`config.mk`:
```
export PLATFORM = sky130hd
export DESIGN_NAME = ws2812b_rx_flat
export DESIGN_NICKNAME = d
export VERILOG_FILES = /design/src/rtl/ws2812b_rx_if.sv /design/src/rtl/ws2812b_rx.sv /design/src/flat_wrapper.sv
export SDC_FILE = /design/constraint.sdc
export NUM_CORES = 1
export LEC_CHECK = 0
export CAP_MARGIN = 10
export CORE_MARGIN = 3
export CORE_UTILIZATION = 56
export DETAILED_ROUTE_END_ITERATION = 6
export HOLD_SLACK_MARGIN = 0.05
export PLACE_DENSITY = 0.78
export SKIP_LAST_GASP = 1
export SLEW_MARGIN = 40
export SYNTH_ARGS = -nofsm -noshare
export SYNTH_HDL_FRONTEND = slang
export SYNTH_SLANG_ARGS = --single-unit
```
`constraint.sdc`:
```
create_clock -name clock -period 3.4 [get_ports clock]
set_input_delay 0.85 -clock clock [delete_from_list [all_inputs] [get_ports clock]]
set_output_delay 0.85 -clock clock [all_outputs]
set_load 0.01 [all_outputs]
```
`src/rtl/ws2812b_rx_if.sv`:
```
// ws2812b_rx_if: serial line plus decoded pixel/status bundle of the WS2812B receiver.
// The slave side is the receiver; the master side drives din and observes the results.
interface ws2812b_rx_if;
    logic       din;
    logic [7:0] g;
    logic [7:0] r;
    logic [7:0] b;
    logic       pixel_valid;
    logic       frame_end;
    logic       bit_error;
    logic       busy;
    logic       dout;

    modport slave (
        input  din,
        output g, r, b, pixel_valid, frame_end, bit_error, busy, dout
    );

    modport master (
        output din,
        input  g, r, b, pixel_valid, frame_end, bit_error, busy, dout
    );
endinterface

```
`src/rtl/ws2812b_rx.sv`:
```
// ws2812b_rx: WS2812B single-wire decoder; latches the first 24 bits of a frame as G,R,B.
// Define WS2812B_RX_FORWARD_EN to regenerate the bits after the first pixel on dout.
module ws2812b_rx #(
    parameter int T_THRESH = 32,
    parameter int T_MIN_H  = 8,
    parameter int T_MAX_H  = 60,
    parameter int T_RESET  = 2500
) (
    input  logic        clock,
    input  logic        reset,
    ws2812b_rx_if.slave rx
);

    localparam logic [11:0] THRESH_W = 12'(T_THRESH);
    localparam logic [11:0] MIN_H_W  = 12'(T_MIN_H);
    localparam logic [11:0] MAX_H_W  = 12'(T_MAX_H);
    localparam logic [11:0] RESET_W  = 12'(T_RESET);
    localparam logic [4:0]  PIXEL_BITS = 5'd24;

    typedef enum logic [1:0] {
        S_IDLE,
        S_HIGH,
        S_LOW,
        S_DISCARD
    } state_t;

    state_t      state;
    logic        din_meta;
    logic        ds;
    logic        ds_q;
    logic        ds_rise;
    logic [11:0] hcnt;
    logic [11:0] lcnt;
    logic [4:0]  bit_cnt;
    logic [23:0] shift_reg;
    logic [23:0] shift_next;
    logic        bit_val;
    logic        short_frame;
    logic [7:0]  g_q;
    logic [7:0]  r_q;
    logic [7:0]  b_q;
    logic        pixel_valid_q;
    logic        frame_end_q;
    logic        bit_error_q;
    logic        busy_q;

    function automatic logic [11:0] sat_inc(input logic [11:0] v);
        return (v == 12'hFFF) ? v : v + 12'd1;
    endfunction

    // Equal delay on both edges keeps measured widths identical to din widths.
    always_ff @(posedge clock) begin
        if (reset) begin
            din_meta <= 1'b0;
            ds       <= 1'b0;
            ds_q     <= 1'b0;
        end else begin
            din_meta <= rx.din;
            ds       <= din_meta;
            ds_q     <= ds;
        end
    end

    assign ds_rise     = ds & ~ds_q;
    assign bit_val     = (hcnt >= THRESH_W);
    assign shift_next  = {shift_reg[22:0], bit_val};
    assign short_frame = (bit_cnt != 5'd0) && (bit_cnt < PIXEL_BITS);

    // hcnt/lcnt hold the number of high/low cycles already seen in the current level.
    always_ff @(posedge clock) begin
        if (reset) begin
            state         <= S_IDLE;
            hcnt          <= 12'd0;
            lcnt          <= 12'd0;
            bit_cnt       <= 5'd0;
            shift_reg     <= 24'd0;
            g_q           <= 8'd0;
            r_q           <= 8'd0;
            b_q           <= 8'd0;
            pixel_valid_q <= 1'b0;
            frame_end_q   <= 1'b0;
            bit_error_q   <= 1'b0;
            busy_q        <= 1'b0;
        end else begin
            pixel_valid_q <= 1'b0;
            frame_end_q   <= 1'b0;
            bit_error_q   <= 1'b0;

            case (state)
                S_IDLE: begin
                    if (ds_rise) begin
                        state  <= S_HIGH;
                        busy_q <= 1'b1;
                        hcnt   <= 12'd1;
                    end
                end

                S_HIGH: begin
                    if (ds) begin
                        if (hcnt >= MAX_H_W) begin
                            bit_error_q <= 1'b1;
                            state       <= S_DISCARD;
                            lcnt        <= 12'd0;
                        end else begin
                            hcnt <= sat_inc(hcnt);
                        end
                    end else if (hcnt < MIN_H_W) begin
                        bit_error_q <= 1'b1;
                        state       <= S_DISCARD;
                        lcnt        <= 12'd1;
                    end else begin
                        // Bits past the first pixel are counted as forwarded only.
                        if (bit_cnt < PIXEL_BITS) begin
                            shift_reg <= shift_next;
                            bit_cnt   <= bit_cnt + 5'd1;
                            if (bit_cnt == PIXEL_BITS - 5'd1) begin
                                g_q           <= shift_next[23:16];
                                r_q           <= shift_next[15:8];
                                b_q           <= shift_next[7:0];
                                pixel_valid_q <= 1'b1;
                            end
                        end
                        state <= S_LOW;
                        lcnt  <= 12'd1;
                    end
                end

                S_LOW: begin
                    // The latch gap takes priority over a rise arriving on the same cycle.
                    if (lcnt >= RESET_W) begin
                        frame_end_q <= 1'b1;
                        bit_error_q <= short_frame;
                        bit_cnt     <= 5'd0;
                        busy_q      <= 1'b0;
                        lcnt        <= 12'd0;
                        state       <= S_IDLE;
                    end else if (ds_rise) begin
                        state <= S_HIGH;
                        hcnt  <= 12'd1;
                    end else begin
                        lcnt <= sat_inc(lcnt);
                    end
                end

                S_DISCARD: begin
                    if (ds) begin
                        lcnt <= 12'd0;
                    end else if (lcnt >= RESET_W) begin
                        frame_end_q <= 1'b1;
                        bit_error_q <= short_frame;
                        bit_cnt     <= 5'd0;
                        busy_q      <= 1'b0;
                        lcnt        <= 12'd0;
                        state       <= S_IDLE;
                    end else begin
                        lcnt <= sat_inc(lcnt);
                    end
                end

                default: begin
                    state <= S_IDLE;
                end
            endcase
        end
    end

`ifdef WS2812B_RX_FORWARD_EN
    logic dout_q;

    // Regenerated stream follows ds only once the pixel is full and the frame is still live.
    always_ff @(posedge clock) begin
        if (reset) begin
            dout_q <= 1'b0;
        end else begin
            dout_q <= ds && (bit_cnt == PIXEL_BITS) &&
                      ((state == S_HIGH) || ((state == S_LOW) && (lcnt < RESET_W)));
        end
    end

    assign rx.dout = dout_q;
`else
    assign rx.dout = 1'b0;
`endif

    assign rx.g           = g_q;
    assign rx.r           = r_q;
    assign rx.b           = b_q;
    assign rx.pixel_valid = pixel_valid_q;
    assign rx.frame_end   = frame_end_q;
    assign rx.bit_error   = bit_error_q;
    assign rx.busy        = busy_q;

endmodule
```
`src/flat_wrapper.sv`:
```
// flat-port wrapper written by rule: the top's interface ports become plain ports
module ws2812b_rx_flat 
#(
    parameter int T_THRESH = 32,
    parameter int T_MIN_H  = 8,
    parameter int T_MAX_H  = 60,
    parameter int T_RESET  = 2500
)
  (clock, reset, rx_din, rx_g, rx_r, rx_b, rx_pixel_valid, rx_frame_end, rx_bit_error, rx_busy, rx_dout);
  ws2812b_rx_if rx_i ();
  input  logic clock;
  input  logic reset;
  input wire logic [$bits(rx_i.din)-1:0] rx_din;
  output wire logic [$bits(rx_i.g)-1:0] rx_g;
  output wire logic [$bits(rx_i.r)-1:0] rx_r;
  output wire logic [$bits(rx_i.b)-1:0] rx_b;
  output wire logic [$bits(rx_i.pixel_valid)-1:0] rx_pixel_valid;
  output wire logic [$bits(rx_i.frame_end)-1:0] rx_frame_end;
  output wire logic [$bits(rx_i.bit_error)-1:0] rx_bit_error;
  output wire logic [$bits(rx_i.busy)-1:0] rx_busy;
  output wire logic [$bits(rx_i.dout)-1:0] rx_dout;
  assign rx_i.din = rx_din;
  assign rx_g = rx_i.g;
  assign rx_r = rx_i.r;
  assign rx_b = rx_i.b;
  assign rx_pixel_valid = rx_i.pixel_valid;
  assign rx_frame_end = rx_i.frame_end;
  assign rx_bit_error = rx_i.bit_error;
  assign rx_busy = rx_i.busy;
  assign rx_dout = rx_i.dout;
  ws2812b_rx #(.T_THRESH(T_THRESH), .T_MIN_H(T_MIN_H), .T_MAX_H(T_MAX_H), .T_RESET(T_RESET)) u_core (.clock(clock), .reset(reset), .rx(rx_i));
endmodule
```
# Word level (Yosys, flattened, before mapping)
# Cells that the tools add are included.
totals:
  ff_bits: 85
  inputBits: 3
  output_inout_bits: 29
op_classes:
  n_addsub: 3
  magnitude_cmp: 5
  n_eq_ne: 18
  mux: 42
  n_bitwise: 6
  reduce_logical: 14
ops:
  columns: ["cell", "n"]
  rows:
  - ["12-bit two-way mux", 12]
  - ["12-bit case mux with 3 select lines", 2]
  - ["5-bit two-way mux", 5]
  - ["12-bit by 1-bit adder with 12-bit output, second input constant", 2]
  - ["12-bit equality test, second input constant", 2]
  - ["12-bit by 6-bit >= comparator with 1-bit output, second input constant", 2]
  - ["5-bit case mux with 3 select lines", 1]
  - ["5-bit AND reduction", 3]
  - ["12-bit >= comparator, second input constant", 1]
  - ["12-bit by 4-bit < comparator with 1-bit output, second input constant", 1]
  - ["1-bit two-way mux", 12]
  - ["2-bit two-way mux", 6]
  - ["2-bit inequality test, second input constant", 6]
  - ["3-bit AND reduction", 3]
  - ["3-bit nonzero test", 3]
  - ["2-bit by 1-bit inequality test with 1-bit output, second input constant", 4]
  - ["2-bit case mux with 4 select lines", 1]
  - ["3-bit inequality test, second input constant", 2]
  - ["1-bit case mux with 3 select lines", 2]
  - ["5-bit by 1-bit adder with 5-bit output, second input constant", 1]
  - ["5-bit equality test, second input constant", 1]
  - ["5-bit < comparator, second input constant", 1]
  - ["1-bit inverter", 5]
  - ["5-bit nonzero test", 1]
  - ["8 further kinds", 9]

# Logic depth before layout (Yosys ltp)
logic_depth:
  word_depth: 5
  ltp_mapped: 8

# Worst setup path before layout
# Ideal clock, no wire load.
synth_timing:
  path_type: "reg2reg"
  from: "register u_core.hcnt[6]"
  to: "register u_core.b_q[1], in the netlist u_core.rx.b[1]"
  setup_time_ns: 0.128
  t_arrival_ns: 1.558
  required_ns: 3.272
  setup_slack_ns: 1.715
  stages_incl_launch_ff: 8
  path_buffers: 2
  path_cell_list: "dfxtp_1 > nor4_4 > nand3_2 > nand3_1 > buf_6 > buf_6 > mux2i_1 > nor2_1"
synth_between:
  elab_chain_len: 3
synth_lines:
  columns: ["element", "line_no", "rtl"]
  rows:
  - ["from (decl)", "ws2812b_rx.sv:32", "logic [11:0] hcnt;"]
  - ["from (signal assigned)", "ws2812b_rx.sv:105", "hcnt <= sat_inc(hcnt);"]
  - ["12-bit by 4-bit < comparator with 1-bit output", "ws2812b_rx.sv:107", "end else if (hcnt < MIN_H_W) begin"]
  - ["1-bit inverter (no line)", null, null]
  - ["5-bit AND reduction (no line)", null, null]
  - ["to (signal assigned)", "ws2812b_rx.sv:119", "b_q <= shift_next[7:0];"]
  - ["to (decl)", "ws2812b_rx.sv:41", "logic [7:0] b_q;"]
# Every way passes these cells.
# A chain may end at the register's enable or synchronous reset.

# Final worst setup path
layout_timing:
  from: "register u_core.state[1]"
  to: "register u_core.shift_reg[4]"
layout_between:
  elab_chain_len: 2
layout_lines:
  columns: ["element", "line_no", "rtl"]
  rows:
  - ["from (decl)", "ws2812b_rx.sv:27", "state_t state;"]
  - ["from (signal assigned)", "ws2812b_rx.sv:72", "state <= S_IDLE;"]
  - ["from (signal assigned)", "ws2812b_rx.sv:92", "state <= S_HIGH;"]
  - ["from (signal assigned)", "ws2812b_rx.sv:102", "state <= S_DISCARD;"]
  - ["2-bit by 1-bit equality test with 1-bit output", "ws2812b_rx.sv:89", "case (state)"]
  - ["4-bit AND reduction (no line)", null, null]
  - ["to (signal assigned)", "ws2812b_rx.sv:114", "shift_reg <= shift_next;"]
  - ["to (decl)", "ws2812b_rx.sv:35", "logic [23:0] shift_reg;"]
# Every way passes these cells.

==> reports/qor.txt <==
GPL Wtd Cong: 0.9180
crit path DAT: 2.44 ns
chip width: 86.82 um
placed cell area: 0.003924 mm^2
Total GRT Usage: 0.1922
Final Util: 0.6714
TritonRoute pass-1 iters: 4
PortBufs: 30
min Tclk post-route: 2.167 ns
Design Area, Final: 0.004116 mm^2
DR WL/cell: 13.34 um
crit-path max FO: 24
mean post-synth cell area: 9.008 um^2
register area share after synthesis: 0.4653
syn_nets: 415
startpoint types: flop
Period Utilization, post-route: 0.6373
synthesized netlist cell count: 406
share of the synthesized area in the top cell type: 0.4653
drt via density: 5.602
CP Class: flop to flop
leakage power: 0.001604 uW
Worst-Margin Slew: 0.7683 ns
H-tree levels: 3
library cells used by synthesis: 56
largest cells by area after synthesis: dfxtp_1 (47%), mux2i_1 (6.6%), nand2_1 (5.5%)
Post-CTS Setup Repair Bufs: 0
final hold violation count: 0
Synth Flop Type: dfxtp_1
Fillers: 480
leading area contributor after synthesis: dfxtp_1
cts repair resizes: 0
Die Y: 86.82 um
clk buf depth: 2
Crit path top cell by count: nand2_1
DRC Markers: 0
clock slew at reported path FFs: 0.09 ns
Synth warnings: 0
outcome: completed
clk_skew: 0.01118 ns
Core Footprint: 0.006131 mm^2
Overflow after GRT: 0
CTS tree: done
vias in the first global route: 2,574
post-layout total power: 1800 uW
Synth Cell Area: 0.003657 mm^2
clock latency on the worst-skew pair: 0.35 ns
layout cells sized above 1: 0.08372
via count: 2,829
Max Cap Violations: 0
FMAX: 0.4615 GHz
CTS Sinks: 85
DR iter-0 viols: 152
global-route wire length before repair: 11,700 um
Post-CTS Hold Buffers: 0
hpwl dp: 4578 um
Num CTS Buffers: 9
max reg flops: 23
initial antenna violation count: 0
Starting Density: 0.5965
crit-path max cell delay: 0.70 ns
largest net degree at the start of global routing: 42
Setup TNS: 0 ns
pwr/cell area: 437.4 mW/mm^2
critical path required time: 3.67 ns
CP Capture Type: flop
Final #Nets: 434
ANT nets after route: 0
Post-synth EDFFs: 0
RSZ-0062 raised after global routing: no
flops & latches, synth: 85
Slew Limit Headroom: 0.4866
IR drop worst, VDD: 0.0002667 V
I/O Pins: 32
Hold/Removal Path Class: flop to flop
number of core rows: 28
Area Growth Syn to Fin: 12.56%
cell breakdown of the critical path: nand2b_1 -> nor3_2 -> nand2_1 -> nand2_1 -> a21oi_1
ANT cells: 0
CTS root buffer: clkbuf_8
WL final: 6737 um
Slew Limit Fails: 0
final setup violation count: 0
slowest CP cell: dfxtp_1
Total Die Area: 0.007537 mm^2
share of synthesized registers carrying an async set or reset: 0
==> synthesized netlist by cell type (all sizes together), types with 6 or more instances <==
cell type / n
a21oi: 38
and2: 10
buf: 15
clkbuf: 10
dfxtp: 85
ha: 6
inv: 8
mux2i: 24
nand2: 55
nand3: 14
nand4: 7
nor2: 40
nor3: 14
o21ai: 10
==> through the flow <==
stage,worst slack (ns),hold WS [ns],instances
finish,1.233,0.4505,505
CTS,1.015,0.4550,505
floorplan,1.715,0.4138,406
global route,0.9816,0.4665,505
global placement,1.163,0.4176,489
detailed placement,1.027,0.4346,489
==> final timing paths <==
| check | cells past startpoint | end | start | slack (ns) |
|---|---|---|---|---|
| max reg2reg | 5 | u_core.shift_reg[4] | u_core.state[1] | 1.23 |
| max | 5 | u_core.shift_reg[4] | u_core.state[1] | 1.23 |
| min reg2reg | 1 | u_core.ds | u_core.din_meta | 0.45 |
| min | 1 | u_core.ds | u_core.din_meta | 0.45 |
==> kinds of logic after synthesis <==
group / after synthesis / share of synthesized area
compound gates: 81 / 0.1468
xor+xnor: 2 / 0.004790
fa+ha+maj: 6 / 0.02053
buf+inv: 33 / 0.04790
flops: 85 / 0.4653
mux: 24 / 0.06569
other cells: 1 / 0.001025
simple gates: 174 / 0.2480
==> cell type report <==
class                           instances  area, um^2  share of cell area
Clock inverter                          6       53.80             0.01307
Sequential cell                        85        1702              0.4134
Inverter                                8       30.03            0.007295
Clock buffer                           10       137.6             0.03343
Multi-Input combinational cell        288        1782              0.4328
Timing Repair Buffer                   33       317.8             0.07720
Tap cell                               75       93.84             0.02280
==> routing by layer <==
layer,track usage,part of all wire,up-vias
li1,-,-,1462
met1,0.2589,0.48,1305
met2,0.2995,0.47,56
met3,0.03612,0.040,6
met4,0.08499,0.010,0
met5,0,0,-
==> worst max-delay path: cells and delay by family (launching register included) <==
kind	cells	cell delay, ns
simple gates	4	1.19
flops	1	0.70
compound gates	1	0.19
==> cells in the final DEF, fill, tap and decap left out, types with 3 or more instances in the layout <==
master / instances
inv_1: 8
dfxtp_1: 85
or4_1: 4
o31ai_1: 4
a21oi_1: 38
nor2_1: 40
clkbuf_8: 10
mux2i_1: 24
nand3_1: 13
ha_1: 6
and3_1: 5
clkdlybuf4s50_1: 29
buf_4: 3
nand2_1: 54
nand4_1: 6
a22o_1: 4
nand3b_1: 4
o21ai_0: 9
and2_1: 9
nor2b_1: 5
nor3_1: 12
a21o_1: 3
==> power breakdown <==
| part | switching (uW) | internal (uW) |
|---|---|---|
| clock network | 376 | 298 |
| registers | 17.0 | 1000 |
| logic | 64.1 | 40.1 |
| total | 457 | 1340 |
Power figures use the tool's default switching activity.
